**src/rtl/full_src.sv**
```systemverilog
// ---------------------------------------------------------------------------
// full_src
//
// Stream transmitter feeding the network input stream (data / fst / vld / rdy).
// A host preloads a small sample buffer while the block is idle, then issues a
// one-cycle start command. The block emits frame_len words from the buffer,
// repeated (repeat_cnt + 1) times. The first word of every frame is marked
// with st_data_fst. Transfers happen on every edge where vld && rdy.
//
// Ports:
//   clk          clock
//   reset        asynchronous active-low reset
//   wr_en        buffer write strobe (ignored while busy)
//   wr_addr      buffer write address
//   wr_data      buffer write data (float_24_8 packing, opaque here)
//   frame_len    words per frame, sampled on start, clamped to DEPTH
//   repeat_cnt   extra frames after the first, sampled on start
//   start        one-cycle start command (ignored unless idle)
//   busy         high from the accepted start until done
//   done         one-cycle pulse at the end of a command
//   st_data      stream data (registered)
//   st_data_fst  first word of frame (registered, only ever set with vld)
//   st_data_vld  stream valid (registered)
//   st_data_rdy  downstream ready
// ---------------------------------------------------------------------------
module full_src #(
  parameter int DATA_WIDTH = 32,
  parameter int DEPTH      = 16,
  parameter int ADDR_WIDTH = 4
) (
  input  logic                  clk,
  input  logic                  reset,
  input  logic                  wr_en,
  input  logic [ADDR_WIDTH-1:0] wr_addr,
  input  logic [DATA_WIDTH-1:0] wr_data,
  input  logic [ADDR_WIDTH:0]   frame_len,
  input  logic [7:0]            repeat_cnt,
  input  logic                  start,
  output logic                  busy,
  output logic                  done,
  output logic [DATA_WIDTH-1:0] st_data,
  output logic                  st_data_fst,
  output logic                  st_data_vld,
  input  logic                  st_data_rdy
);

  typedef enum logic [1:0] {
    S_IDLE = 2'd0,
    S_SEND = 2'd1,
    S_DONE = 2'd2
  } state_e;

  localparam logic [ADDR_WIDTH:0]   LEN_MAX = (ADDR_WIDTH+1)'(DEPTH);
  localparam logic [ADDR_WIDTH:0]   LEN_ONE = (ADDR_WIDTH+1)'(1);
  localparam logic [ADDR_WIDTH-1:0] IDX_ONE = ADDR_WIDTH'(1);

  // Sample buffer; contents deliberately survive reset.
  logic [DATA_WIDTH-1:0] mem_q [DEPTH];

  state_e                state_q;
  logic [ADDR_WIDTH:0]   len_q;
  logic [ADDR_WIDTH-1:0] idx_q;
  logic [7:0]            frames_left_q;
  logic                  word_left_q;
  logic                  busy_q;
  logic                  done_q;
  logic [DATA_WIDTH-1:0] data_q;
  logic                  fst_q;
  logic                  vld_q;

  logic [ADDR_WIDTH:0]   len_clamped;
  logic [ADDR_WIDTH:0]   len_last;
  logic                  last_in_frame;
  logic                  load_en;
  logic                  xfer;
  logic [ADDR_WIDTH-1:0] idx_d;
  logic [7:0]            frames_left_d;
  logic                  word_left_d;

  // Host writes land only while idle so a running command sees a frozen buffer.
  always_ff @(posedge clk) begin
    if (wr_en && !busy_q) begin
      mem_q[wr_addr] <= wr_data;
    end
  end

  // Frame length is clamped once at start so the index compare never has to
  // consider lengths the buffer cannot hold.
  always_comb begin
    len_clamped = (frame_len > LEN_MAX) ? LEN_MAX : frame_len;
  end

  // Index bookkeeping for the next load. The last word of a frame wraps the
  // index and consumes one of the remaining repeats; when none remain, the
  // word being loaded is the final one of the whole command.
  always_comb begin
    len_last      = len_q - LEN_ONE;
    last_in_frame = ({1'b0, idx_q} == len_last);
    idx_d         = last_in_frame ? '0 : (idx_q + IDX_ONE);
    frames_left_d = frames_left_q;
    word_left_d   = word_left_q;
    if (last_in_frame) begin
      if (frames_left_q != 8'd0) begin
        frames_left_d = frames_left_q - 8'd1;
      end else begin
        word_left_d = 1'b0;
      end
    end
  end

  // The output register refills whenever it is empty or being drained, which
  // keeps one word per cycle under rdy=1, even across frame boundaries.
  always_comb begin
    xfer    = vld_q && st_data_rdy;
    load_en = (state_q == S_SEND) && word_left_q && (!vld_q || st_data_rdy);
  end

  // Control FSM and registered stream outputs.
  // DONE is entered two ways: from SEND with done already raised (lasts one
  // cycle), or straight from IDLE for a zero-length command with done still
  // low, in which case DONE raises done on its first edge and leaves on the
  // next. Both paths give a single one-cycle done pulse with busy low.
  always_ff @(posedge clk or negedge reset) begin
    if (!reset) begin
      state_q       <= S_IDLE;
      len_q         <= '0;
      idx_q         <= '0;
      frames_left_q <= '0;
      word_left_q   <= 1'b0;
      busy_q        <= 1'b0;
      done_q        <= 1'b0;
      data_q        <= '0;
      fst_q         <= 1'b0;
      vld_q         <= 1'b0;
    end else begin
      case (state_q)
        S_IDLE: begin
          if (start) begin
            len_q         <= len_clamped;
            frames_left_q <= repeat_cnt;
            idx_q         <= '0;
            busy_q        <= 1'b1;
            done_q        <= 1'b0;
            if (len_clamped == '0) begin
              word_left_q <= 1'b0;
              state_q     <= S_DONE;
            end else begin
              word_left_q <= 1'b1;
              state_q     <= S_SEND;
            end
          end
        end

        S_SEND: begin
          if (load_en) begin
            data_q        <= mem_q[idx_q];
            fst_q         <= (idx_q == '0);
            vld_q         <= 1'b1;
            idx_q         <= idx_d;
            frames_left_q <= frames_left_d;
            word_left_q   <= word_left_d;
          end else if (xfer) begin
            vld_q <= 1'b0;
            fst_q <= 1'b0;
            // Nothing left to load, so this handshake moved the final word.
            if (!word_left_q) begin
              state_q <= S_DONE;
              done_q  <= 1'b1;
              busy_q  <= 1'b0;
            end
          end
        end

        S_DONE: begin
          if (done_q) begin
            done_q  <= 1'b0;
            state_q <= S_IDLE;
          end else begin
            done_q <= 1'b1;
            busy_q <= 1'b0;
          end
        end

        default: begin
          state_q <= S_IDLE;
        end
      endcase
    end
  end

  assign busy        = busy_q;
  assign done        = done_q;
  assign st_data     = data_q;
  assign st_data_fst = fst_q;
  assign st_data_vld = vld_q;

  // Protocol invariants that hold in every reachable state.
  a_fst_needs_vld : assert property (@(posedge clk) disable iff (!reset)
                                     st_data_fst |-> st_data_vld);
  a_done_not_busy : assert property (@(posedge clk) disable iff (!reset)
                                     done |-> !busy);

endmodule

```
**config.mk**
```make
export PLATFORM = sky130hd
export DESIGN_NAME = full_src
export DESIGN_NICKNAME = d
export VERILOG_FILES = /design/src/rtl/full_src.sv
export SDC_FILE = /design/constraint.sdc
export NUM_CORES = 1
export LEC_CHECK = 0
export ABC_CLOCK_PERIOD_IN_PS = 4760
export BUFFER_PORTS_ARGS = -buffer_cell sky130_fd_sc_hd__buf_2
export CORE_MARGIN = 2
export CORE_UTILIZATION = 55
export CTS_BUF_LIST = sky130_fd_sc_hd__clkbuf_16
export CTS_CLUSTER_SIZE = 14
export DETAILED_ROUTE_END_ITERATION = 12
export GPL_ROUTABILITY_DRIVEN = 0
export GPL_TIMING_DRIVEN = 0
export MAX_ROUTING_LAYER = met4
export PLACE_DENSITY = 0.81
export SLEW_MARGIN = 5
export SYNTH_ARGS = -nofsm -noshare
export SYNTH_HDL_FRONTEND = slang
export SYNTH_SLANG_ARGS = --single-unit
```
**constraint.sdc**
```tcl
create_clock -name clk -period 4.76 [get_ports clk]
set_clock_uncertainty 0.05 [all_clocks]
set_input_delay 0.238 -clock clk [delete_from_list [all_inputs] [get_ports clk]]
set_output_delay 0.238 -clock clk [all_outputs]
set_load 0.01 [all_outputs]
```
### After elaboration in Yosys (flattened, before gate mapping)

Memory sizes are Yosys's and may differ from the RTL's. A register that Yosys moved wholly into a read port is not among the register bits.
Index checks and enable logic that the tools add are counted.
W data, S select, Z words.

| cells by class | value |
|---|---|
| add/sub/neg operators | 3 |
| order comparisons | 1 |
| eq/ne operators | 13 |
| muxes and demuxes | 40 |
| reduce and logical (&&, ||, !) cells | 24 |

Operators with widths:

| operator | number |
|---|---|
| $mux W8 | 4 |
| $mux W1 | 20 |
| $ne A2 B2 Y1 const B | 10 |
| $reduce_and A5 Y1 | 4 |
| $pmux W8 S2 | 1 |
| $mux W2 | 6 |
| $mux W4 | 3 |
| $pmux W4 S2 | 1 |
| $reduce_bool A8 Y1 | 1 |
| $sub A8 B1 Y8 const B | 1 |
| $pmux W1 S3 | 2 |
| $pmux W2 S3 | 1 |
| $reduce_and A2 Y1 | 3 |
| $reduce_and A6 Y1 | 1 |
| $eq A4 B5 Y1 | 1 |
| $gt A5 B5 Y1 const B | 1 |
| $logic_not A5 Y1 | 1 |
| $mux W5 | 1 |
| $sub A5 B1 Y5 const B | 1 |
| $add A4 B1 Y4 const B | 1 |
| $logic_and A1 B1 Y1 | 4 |
| $logic_not A4 Y1 | 1 |
| $reduce_bool A2 Y1 | 2 |
| $logic_not A1 Y1 | 3 |
| other kinds (7) | 7 |

| storage, ports and cells | value |
|---|---|
| bits in registers | 24 |
| bits in writable memories | 512 |
| bits of input ports | 54 |
| memories | 1 |

Memory list:

| memory | depth | width | rd ports | clocked after Yosys merged registers in | wr ports | RTL line | source |
|---|---|---|---|---|---|---|---|
| mem_q | 16 | 32 | 1 | 1 | 1 | 58 | `logic [DATA_WIDTH-1:0] mem_q [DEPTH];` |

### Longest topological paths before layout

Gate-level depths: netlist (run 1).

| depth | value |
|---|---|
| word-level depth | 6 |
| mapped depth | 10 |

### Least setup slack after synthesis (run 1)

Ideal clock, no wire load.

| path | value |
|---|---|
| path kind | reg2reg |
| from | register busy_q, in the netlist busy |
| to | memory mem_q[0][0] (enable) |
| arrival | 3,132 ps |
| required time | 4,249 ps |
| path slack | 1,117 ps |
| cell stages (with the launch flop) | 5 |
| clock period less this slack | 3,643 ps |
| cells stage by stage | dfrtp_1 -> inv_1 -> nand2_1 -> or3_1 -> nor3_1 |

| on the way | value |
|---|---|
| longest elaborated chain between the ends | 4 |

RTL lines:

| element | RTL line | source |
|---|---|---|
| start: declaration | 65 | `logic busy_q;` |
| start signal: assignment | 130 | `busy_q <= 1'b0;` |
| start signal: assignment | 142 | `busy_q <= 1'b1;` |
| start signal: assignment | 169 | `busy_q <= 1'b0;` |
| $logic_not A1 Y1 | 82 | `if (wr_en && !busy_q) begin` |
| $logic_and A1 B1 Y1 | 82 |  |
| $mux W1 | 82 |  |
| $mux W1 (implied by the code) | 83 | `mem_q[wr_addr] <= wr_data;` |
| end: declaration | 58 |  |

Every way passes these cells.

==> results.txt, run 1 <==
The area used by multi-input combinational logic came out at 0.00503 sq mm. The fraction of synthesized cell area taken by the top area cell type came out at 0.699. The synthesized area per cell came out at 22.6 sq um. The final routed wirelength across all metal layers is 52.0 mm. Of all nets on the critical path, the largest fanout is 10.

After filler insertion, the fill cell instance count of the layout stands at 2,545. The clock transition at the registers of the reported paths came out at 60 ps. The netlist uses 46 different library cells. For this design, the slowest cell found on the critical path is sky130_fd_sc_hd__clkbuf_1. The via total after detailed routing is 11,200. Clock latency on the worst-skew pair, taken at its later pin, is 610 ps.

In the finished design, the share of the clock period the worst path needs comes to 0.736. In the post-synthesis netlist, the cell with the most instances is sky130_fd_sc_hd__edfxtp_1. The area of the core region is 0.0396 sq mm. The critical path class is reg2reg. The warning count from the yosys run is 0.

The proportion of power drawn by the clock network is 0.319. Registers take 0.0168 sq mm. The count of buffer and inverter cells on the critical path came out at 3. The reg2reg setup slack came out at 1250 ps.

The power spent charging and discharging nets is 0.00364 W. The share of total power in sequential cells came out at 0.446. In this run, synthesis inferred 512 flip-flops with an integrated enable.

The final critical path time including I/O delays and setup is 3510 ps. The total half-perimeter wirelength after legalization and detailed placement is 30.6 mm. In this run the core area contains 73 standard-cell rows.

The number of max-slew violations in the final report came to 0. For this run, the detailed router's first-pass iteration total came to 5. Setup repair after global routing left no endpoint under its margin. The post-synthesis cell area came out at 0.0220 sq mm. The total power divided by cell area came out at 514 mW/mm^2.

The worst setup slack after placement is 1330 ps. In this run the number of H-tree levels came out at 2. The static leakage is 8.42 nW. The worst setup path is launched from a flop.

The final layout net count is 1,260. On the critical path the largest part of the delay comes from buffers and inverters. The global-route congestion overflow total came out at 0. Once the clock tree was built, the setup fixing pass inserted 0 buffers. The clock passes through at most 3 buffers. The number of global-route vias before repair was 11,800.

The antenna violation net count after detailed routing is 0. The worst relative slew slack came out at 0.248. The starting density of the core came out at 0.555. The clock tree from TritonCTS is built. Entering global routing, the biggest net connects 47 pins. The net count of the mapped netlist came out at 1,038. At the pin with the least slew margin, the transition time is 1130 ps.

Of the total power, the share spent switching nets is 0.274. The share of total power dissipated in combinational logic is 0.236. The worst setup path is captured at a flop.

The via density per instance is 6.36. Data on the critical path is required at its endpoint by 5190 ps. The number of placed I/O pins is 90. CTS placed an instance of sky130_fd_sc_hd__clkbuf_16 at the clock tree root. The count of max-cap constraint violations came out at 0. The gate count of the mapped netlist came out at 975. The count of port buffers added during placement is 89. The fraction of final layout cells with drive strength greater than 1 came out at 0.343. The initial antenna violation count came out at 1.

The global router's overall resource usage came out at 0.269. IR analysis of the VDD net gives a maximum drop of 0.349 mV. The most numerous cell type found on the critical path is sky130_fd_sc_hd__clkbuf_1. The final count of negative-setup-slack endpoints came out at 0.

The routed wire length per instance is 29.4 um. The setup slack of the critical path after layout is 1250 ps. The flow ran to the end, and the final reports show no timing, DRC or antenna violations. After synthesis the netlist holds a flip-flop and latch count of 568. At the worst endpoint, the arrival time is 3940 ps. The highest attainable clock frequency is 0.285 GHz. By area the synthesized netlist is led by sky130_fd_sc_hd__edfxtp_1, sky130_fd_sc_hd__mux4_2, sky130_fd_sc_hd__dfrtp_1.

The core occupancy in the finished layout is 0.653. The cell-internal power is 0.00966 W. In this run the worst hold path is classified as in2reg. The number of clock buffers inserted by TritonCTS is 54. The full die area came out at 0.0416 sq mm. The first-iteration detailed-routing DRC count came out at 1,529. The number of hold buffers added after cts came out at 48. For this run, the register share of the synthesized area comes to 0.763. The proportion of synthesized flip-flops having asynchronous set or reset came out at 0.0986.

The critical path goes through clkbuf_1 -> clkbuf_1 -> clkbuf_1 -> mux4_2 -> mux4_2 -> mux2_2. On the worst path, the slowest cell contributes a delay of 850 ps. Summed over all instances, the cell type with the most area after synthesis is sky130_fd_sc_hd__edfxtp_1. Relative to the synthesized area, the layout overhead comes to 17.7%. The number of endpoints with negative hold slack in the final report came to 0.

The horizontal extent of the die came out at 204 um. The die height came out at 204 um. The number of clock sinks is 568. In the synthesized netlist, the cells that appear most often are sky130_fd_sc_hd__edfxtp_1, sky130_fd_sc_hd__mux4_2, sky130_fd_sc_hd__dfrtp_1, sky130_fd_sc_hd__mux2_2, sky130_fd_sc_hd__o21ai_0. The first global-routing pass estimated 77.1 mm of wire. The number of DRC violations after detailed routing is 0.

For this run, the leading register cell type out of synthesis is sky130_fd_sc_hd__edfxtp_1. The post-cts resize count came out at 0.
cells in the final DEF (no fill, tap or decap), types with 5 or more instances in the layout:
| master | Yosys | routed |
|---|---|---|
| sky130_fd_sc_hd__mux4_2 | 160 | 160 |
| sky130_fd_sc_hd__buf_2 | 10 | 98 |
| sky130_fd_sc_hd__buf_4 | 0 | 8 |
| sky130_fd_sc_hd__dfrtp_1 | 56 | 56 |
| sky130_fd_sc_hd__edfxtp_1 | 512 | 512 |
| sky130_fd_sc_hd__nand2b_1 | 13 | 13 |
| sky130_fd_sc_hd__clkbuf_1 | 18 | 18 |
| sky130_fd_sc_hd__clkinv_2 | 0 | 14 |
| sky130_fd_sc_hd__bufinv_16 | 0 | 5 |
| sky130_fd_sc_hd__nor2_1 | 21 | 9 |
| sky130_fd_sc_hd__o31ai_1 | 5 | 5 |
| sky130_fd_sc_hd__clkbuf_16 | 0 | 55 |
| sky130_fd_sc_hd__inv_1 | 13 | 23 |
| sky130_fd_sc_hd__buf_12 | 0 | 9 |
| sky130_fd_sc_hd__nand2_1 | 17 | 17 |
| sky130_fd_sc_hd__buf_6 | 8 | 17 |
| sky130_fd_sc_hd__nor2_4 | 0 | 12 |
| sky130_fd_sc_hd__o21ai_0 | 23 | 23 |
| sky130_fd_sc_hd__mux2_2 | 33 | 33 |
| sky130_fd_sc_hd__dlygate4sd3_1 | 0 | 48 |
| sky130_fd_sc_hd__buf_1 | 11 | 11 |
| sky130_fd_sc_hd__clkinv_1 | 0 | 11 |
| sky130_fd_sc_hd__ha_1 | 9 | 9 |
tightest hold or removal path, cell delays in order:
cell,delay (ps)
sky130_fd_sc_hd__buf_2,80
sky130_fd_sc_hd__nor3b_1,170
sky130_fd_sc_hd__a221o_1,150
path summary, 6_finish.rpt:
| check | from | end | depth (start not counted) |
|---|---|---|---|
| min in group asynchronous | reset | st_data[16] | 3 |
| hold reg to reg | st_data[12] | st_data[12] | 1 |
| setup / recovery | idx_q[1] | st_data[5] | 6 |
| setup reg to reg | idx_q[1] | st_data[5] | 6 |
| hold / removal | repeat_cnt[0] | frames_left_q[0] | 3 |
| max in group asynchronous | reset | st_data[14] | 3 |
registers in the layout, indices dropped and copies added, names as in the netlist:
signal / cells
busy: 1
done: 1
frames_left_q: 8
idx_q: 4
len_q: 5
mem_q: 512
st_data: 32
st_data_fst: 1
st_data_vld: 1
state_q: 2
word_left_q: 1
power groups by stage:
| stage | Combinational, W | Clock (W) | Sequential [W] |
|---|---|---|---|
| after floorplan | 0.00206 | 0 | 0.00607 |
| after global placement | 0.00294 | 0 | 0.00601 |
| after detailed placement | 0.00308 | 0 | 0.00603 |
| after CTS | 0.00316 | 0.00429 | 0.00593 |
| after global routing | 0.00335 | 0.00446 | 0.00596 |
| final | 0.00313 | 0.00424 | 0.00593 |
cell type report:
class | instances | area share
inverter | 13 | 0.00188
clock buffer | 55 | 0.0532
sequential | 568 | 0.648
buffer | 47 | 0.00962
clock inverter | 45 | 0.0147
antenna | 1 | 0.0000966
timing repair buffer | 166 | 0.0530
tap | 525 | 0.0254
multi-input combinational | 347 | 0.194
per-layer routing:
metal  up-vias  GRT usage  part of all wire
met5         -          -                 0
met4         0     0.0818             0.027
met3        92     0.0488             0.095
met2       706      0.431              0.50
met1      5890      0.358              0.37
li1       4543          -                 -
cell families (layout without fill, tap and decap cells):
group / after synthesis / count (layout) / share of synthesized area
other: 0 / 1 / 0
and+or+nand+nor: 84 / 84 / 0.0197
AOI/OAI and AO/OA: 57 / 57 / 0.0165
buffers and inverters: 60 / 326 / 0.0135
muxes: 193 / 193 / 0.181
adders and majority gates: 9 / 9 / 0.00512
xor gates and xnor gates: 4 / 4 / 0.00159
DFF: 568 / 568 / 0.763
through the flow:
stage | std cells | instance area (sq um) | power, W | setup TNS, ps | hold WS, ps
finish | 1767 | 25900 | 0.0133 | 0 | 32.2
global route | 1767 | 25900 | 0.0138 | 0 | 37.3
CTS | 1766 | 25900 | 0.0134 | 0 | 14.4
detailed placement | 1618 | 23700 | 0.00911 | 0 | 62.7
global placement | 1589 | 23100 | 0.00895 | -152130 | 436
floorplan | 975 | 22000 | 0.00813 | 0 | -108
Note: power is estimated with default switching activity, not from simulation.
==> run 2: changes to the inputs <==
--- a/config.mk
+++ b/config.mk
@@ -5,7 +5,7 @@
 export SDC_FILE = /design/constraint.sdc
 export NUM_CORES = 1
 export LEC_CHECK = 0
-export ABC_CLOCK_PERIOD_IN_PS = 4760
+export ABC_CLOCK_PERIOD_IN_PS = 2900
 export BUFFER_PORTS_ARGS = -buffer_cell sky130_fd_sc_hd__buf_2
 export CORE_MARGIN = 2
 export CORE_UTILIZATION = 55
@@ -15,7 +15,7 @@
 export GPL_ROUTABILITY_DRIVEN = 0
 export GPL_TIMING_DRIVEN = 0
 export MAX_ROUTING_LAYER = met4
-export PLACE_DENSITY = 0.81
+export PLACE_DENSITY = 0.84
 export SLEW_MARGIN = 5
 export SYNTH_ARGS = -nofsm -noshare
 export SYNTH_HDL_FRONTEND = slang
==> constraint.sdc (replaced) <==
create_clock -name clk -period 2.9 [get_ports clk]
set_clock_uncertainty 0.05 [all_clocks]
set_input_delay 0.145 -clock clk [delete_from_list [all_inputs] [get_ports clk]]
set_output_delay 0.145 -clock clk [all_outputs]
set_load 0.01 [all_outputs]
==> run 2 against run 1 <==
Against the previous run: worst setup slack worse by 1100 ps; combinational power increased by 66%; final cell count decreased by 0.17%; register-to-register slack got worse by 1100 ps; die area did not move; global-route usage is 0.56 points higher; non-clock buffer count down 5; critical path depth down 2; final area up 0.22%; total power increased by 63%; clock-buffer cell count unchanged; largest cell class unchanged.
==> results.txt, run 2 (same netlist as run 1, synthesis figures left out) <==
The routed wire length per instance is 30.3 um (+3.0%). The setup path with the least slack is of type reg2reg. The flip-flop count of the largest register after layout came out at 512 (unchanged).

The clock root buffer is sky130_fd_sc_hd__clkbuf_16. The global-route congestion overflow total is 0 (unchanged). The count of port buffers added during placement is 89 (unchanged).

The largest individual stage delay along the critical path comes from the cell sky130_fd_sc_hd__clkdlybuf4s15_1. The worst setup slack after placement came out at -374 ps (-1710 ps). The global router's overall resource usage is 0.275 (+0.00556).

The register with the most flip-flops is mem_q. The horizontal extent of the die came out at 204 um (unchanged). The clock tree from TritonCTS is built. The worst relative slew slack is 0.335 (+0.0867). The final routed wirelength across all metal layers came out at 53.5 mm (+2.8%). The full die area is 0.0416 sq mm (unchanged). The number of DRC violations after detailed routing is 0 (unchanged).

The starting density of the core came out at 0.555 (unchanged). The number of clock buffers inserted by TritonCTS came out at 54 (unchanged). The via total after detailed routing came out at 11,400 (+1.6%). The fraction of final layout cells with drive strength greater than 1 is 0.347 (+0.00354). The top cell family by delay on the critical path is buffers and inverters. Setup repair after global routing left no endpoint under its margin.

The number of clock sinks came out at 568 (unchanged). The die height was 204 um (unchanged). The final count of negative-setup-slack endpoints is 0 (unchanged). The via density per instance was 6.47 (+1.7%). The setup TNS came out at 0 ps (unchanged). The static leakage came to 8.48 nW (+0.67%).

The largest voltage drop on the vdd net came to 0.525 mV (+51%). The number of placement rows came out at 73 (unchanged). The delay of the slowest cell on the worst path came out at 900 ps (+50 ps). The first-iteration detailed-routing DRC count came to 1,678 (+9.7%). The maximum buffer depth of the clock tree came to 3 (unchanged). The initial antenna violation count came to 2 (+1). The commonest non-fill, non-tap cell in the layout is sky130_fd_sc_hd__edfxtp_1.

The total half-perimeter wirelength after legalization and detailed placement came out at 30.8 mm (+0.37%). The flow ran to the end, and the final reports show no timing, DRC or antenna violations. The wire length of the first global-routing pass came to 78.1 mm (+1.4%). The slew at the pin closest to its max-slew limit came out at 998 ps (-130 ps). The final critical path time including I/O delays and setup is 2770 ps (-740 ps).

STA classifies the critical path startpoint as a flop. The data arrival time of the worst path came out at 3190 ps (-750 ps). In this run the worst hold path is classified as in2async. The count of max-cap constraint violations is 0 (unchanged).

The antenna violation net count after detailed routing is 0 (unchanged). The first-pass iteration count of the detailed router is 5 (unchanged). The later-pin clock latency in the skew report came out at 600 ps (about the same). The count of buffer and inverter cells on the critical path is 2 (-1).

Traced cell by cell, the critical path runs through buf_2 -> clkdlybuf4s15_1 -> mux4_2 -> mux2_2. The critical-path maximum fanout is 10 (unchanged). The number of max-slew violations in the final report came out at 0 (unchanged).

The number of placed I/O pins is 90 (unchanged). The setup slack of the critical path after layout came out at 134 ps (-1120 ps). The number of global-route vias before repair is 11,800 (+0.23%). The final layout net count is 1,255 (-0.40%). The total power divided by cell area is 836 mW/mm^2 (+63%).

The highest attainable clock frequency came out at 0.362 GHz (+27%). The clock transition at the registers of the reported paths came to 60 ps (about the same). The worst setup path is captured at a flop.

The area of the core region is 0.0396 sq mm (unchanged). The largest net degree at the start of global routing came out at 48 (+2.1%). The maximum level of the CTS H-tree is 2 (unchanged). The top cell types in the final layout, fill and taps aside, are sky130_fd_sc_hd__edfxtp_1, sky130_fd_sc_hd__mux4_2, sky130_fd_sc_hd__buf_2. Relative to the synthesized area, the layout overhead comes to 18.0%. The final critical-path share of the clock period is 0.954 (+0.217). The number of endpoints with negative hold slack in the final report came out at 0 (unchanged). The required arrival time at the worst endpoint came to 3320 ps (-1870 ps).

The core occupancy in the finished layout came out at 0.655 (+0.00145).
## run 2: cell types whose count changed in the layout (fill, tap and decap cells not counted), moves of 4 or more
| cell | change |
|---|---|
| sky130_fd_sc_hd__nor3_2 | -4 |
| sky130_fd_sc_hd__inv_1 | +4 |
| sky130_fd_sc_hd__dlygate4sd3_1 | +4 |
| sky130_fd_sc_hd__buf_1 | -9 |
| sky130_fd_sc_hd__buf_4 | -7 |
| sky130_fd_sc_hd__buf_2 | +6 |
| sky130_fd_sc_hd__clkbuf_2 | +5 |
| sky130_fd_sc_hd__buf_16 | +5 |
| sky130_fd_sc_hd__nor3_4 | +4 |
| sky130_fd_sc_hd__buf_6 | -9 |
| sky130_fd_sc_hd__clkbuf_1 | -7 |
## run 2: layout make-up
| type | instances | area, sq um |
|---|---|---|
| Antenna cell | 2 | 5.00 |
| Tap cell | 525 | 657 |
| Sequential cell | 568 | 16800 |
| Clock buffer | 55 | 1380 |
| Inverter | 13 | 48.8 |
| Clock inverter | 46 | 309 |
| Fill cell | 2458 | 13700 |
| Timing Repair Buffer | 162 | 1440 |
| Multi-Input combinational cell | 347 | 5060 |
| Buffer | 46 | 279 |
## run 2: path summary, 6_finish.rpt
check / start / to / slack (ps) / depth (start not counted)
max: idx_q[2] / st_data[26] / 130 / 4
max in group asynchronous: reset / st_data[22] / 1840 / 3
min: reset / st_data[13] / 10 / 3
max reg2reg: idx_q[2] / st_data[26] / 130 / 4
min reg2reg: st_data[13] / st_data[13] / 450 / 1
min in group clk: start / frames_left_q[7] / 70 / 5
## run 2: power by group
part,switching [W],leakage [nW],total [W],internal (W)
combinational,0.00265,2.30,0.00519,0.00254
sequential,0.000315,5.29,0.00974,0.00943
clock,0.00298,0.886,0.00677,0.00378
## run 2: metrics by stage
step                      cells  area (sq um)  power (W)  hold WS, ps
after global placement     1589         23100     0.0147          348
after detailed placement   1610         23700     0.0150        -38.8
after floorplan             975         22000     0.0133         -201
after CTS                  1763         25900     0.0218         23.7
after global routing       1764         26000     0.0224         47.6
final                      1764         26000     0.0217         14.5
## run 2: per-layer routing
metal / up-vias / wire [um] / GRT usage / share of wire
li1: 4544 / - / - / -
met1: 5952 / 19600 / 0.361 / 0.37
met2: 778 / 27200 / 0.446 / 0.51
met3: 133 / 4830 / 0.0405 / 0.090
met4: 0 / 1820 / 0.0973 / 0.034
met5: - / 0 / - / 0
## run 2: repair_timing
item,CTS,global route
setup endpoints to repair,32,24
gates cloned,0,0
resized for setup,22,6
setup buffers,0,0
hold endpoints to repair,585,0
hold buffers,52,0
## run 2: worst register-to-register path: cells and delay by family, from the launching register on
family	cells	cell delay, ps
buffers and inverters	2	1270
flip-flops	1	350
multiplexers	2	970
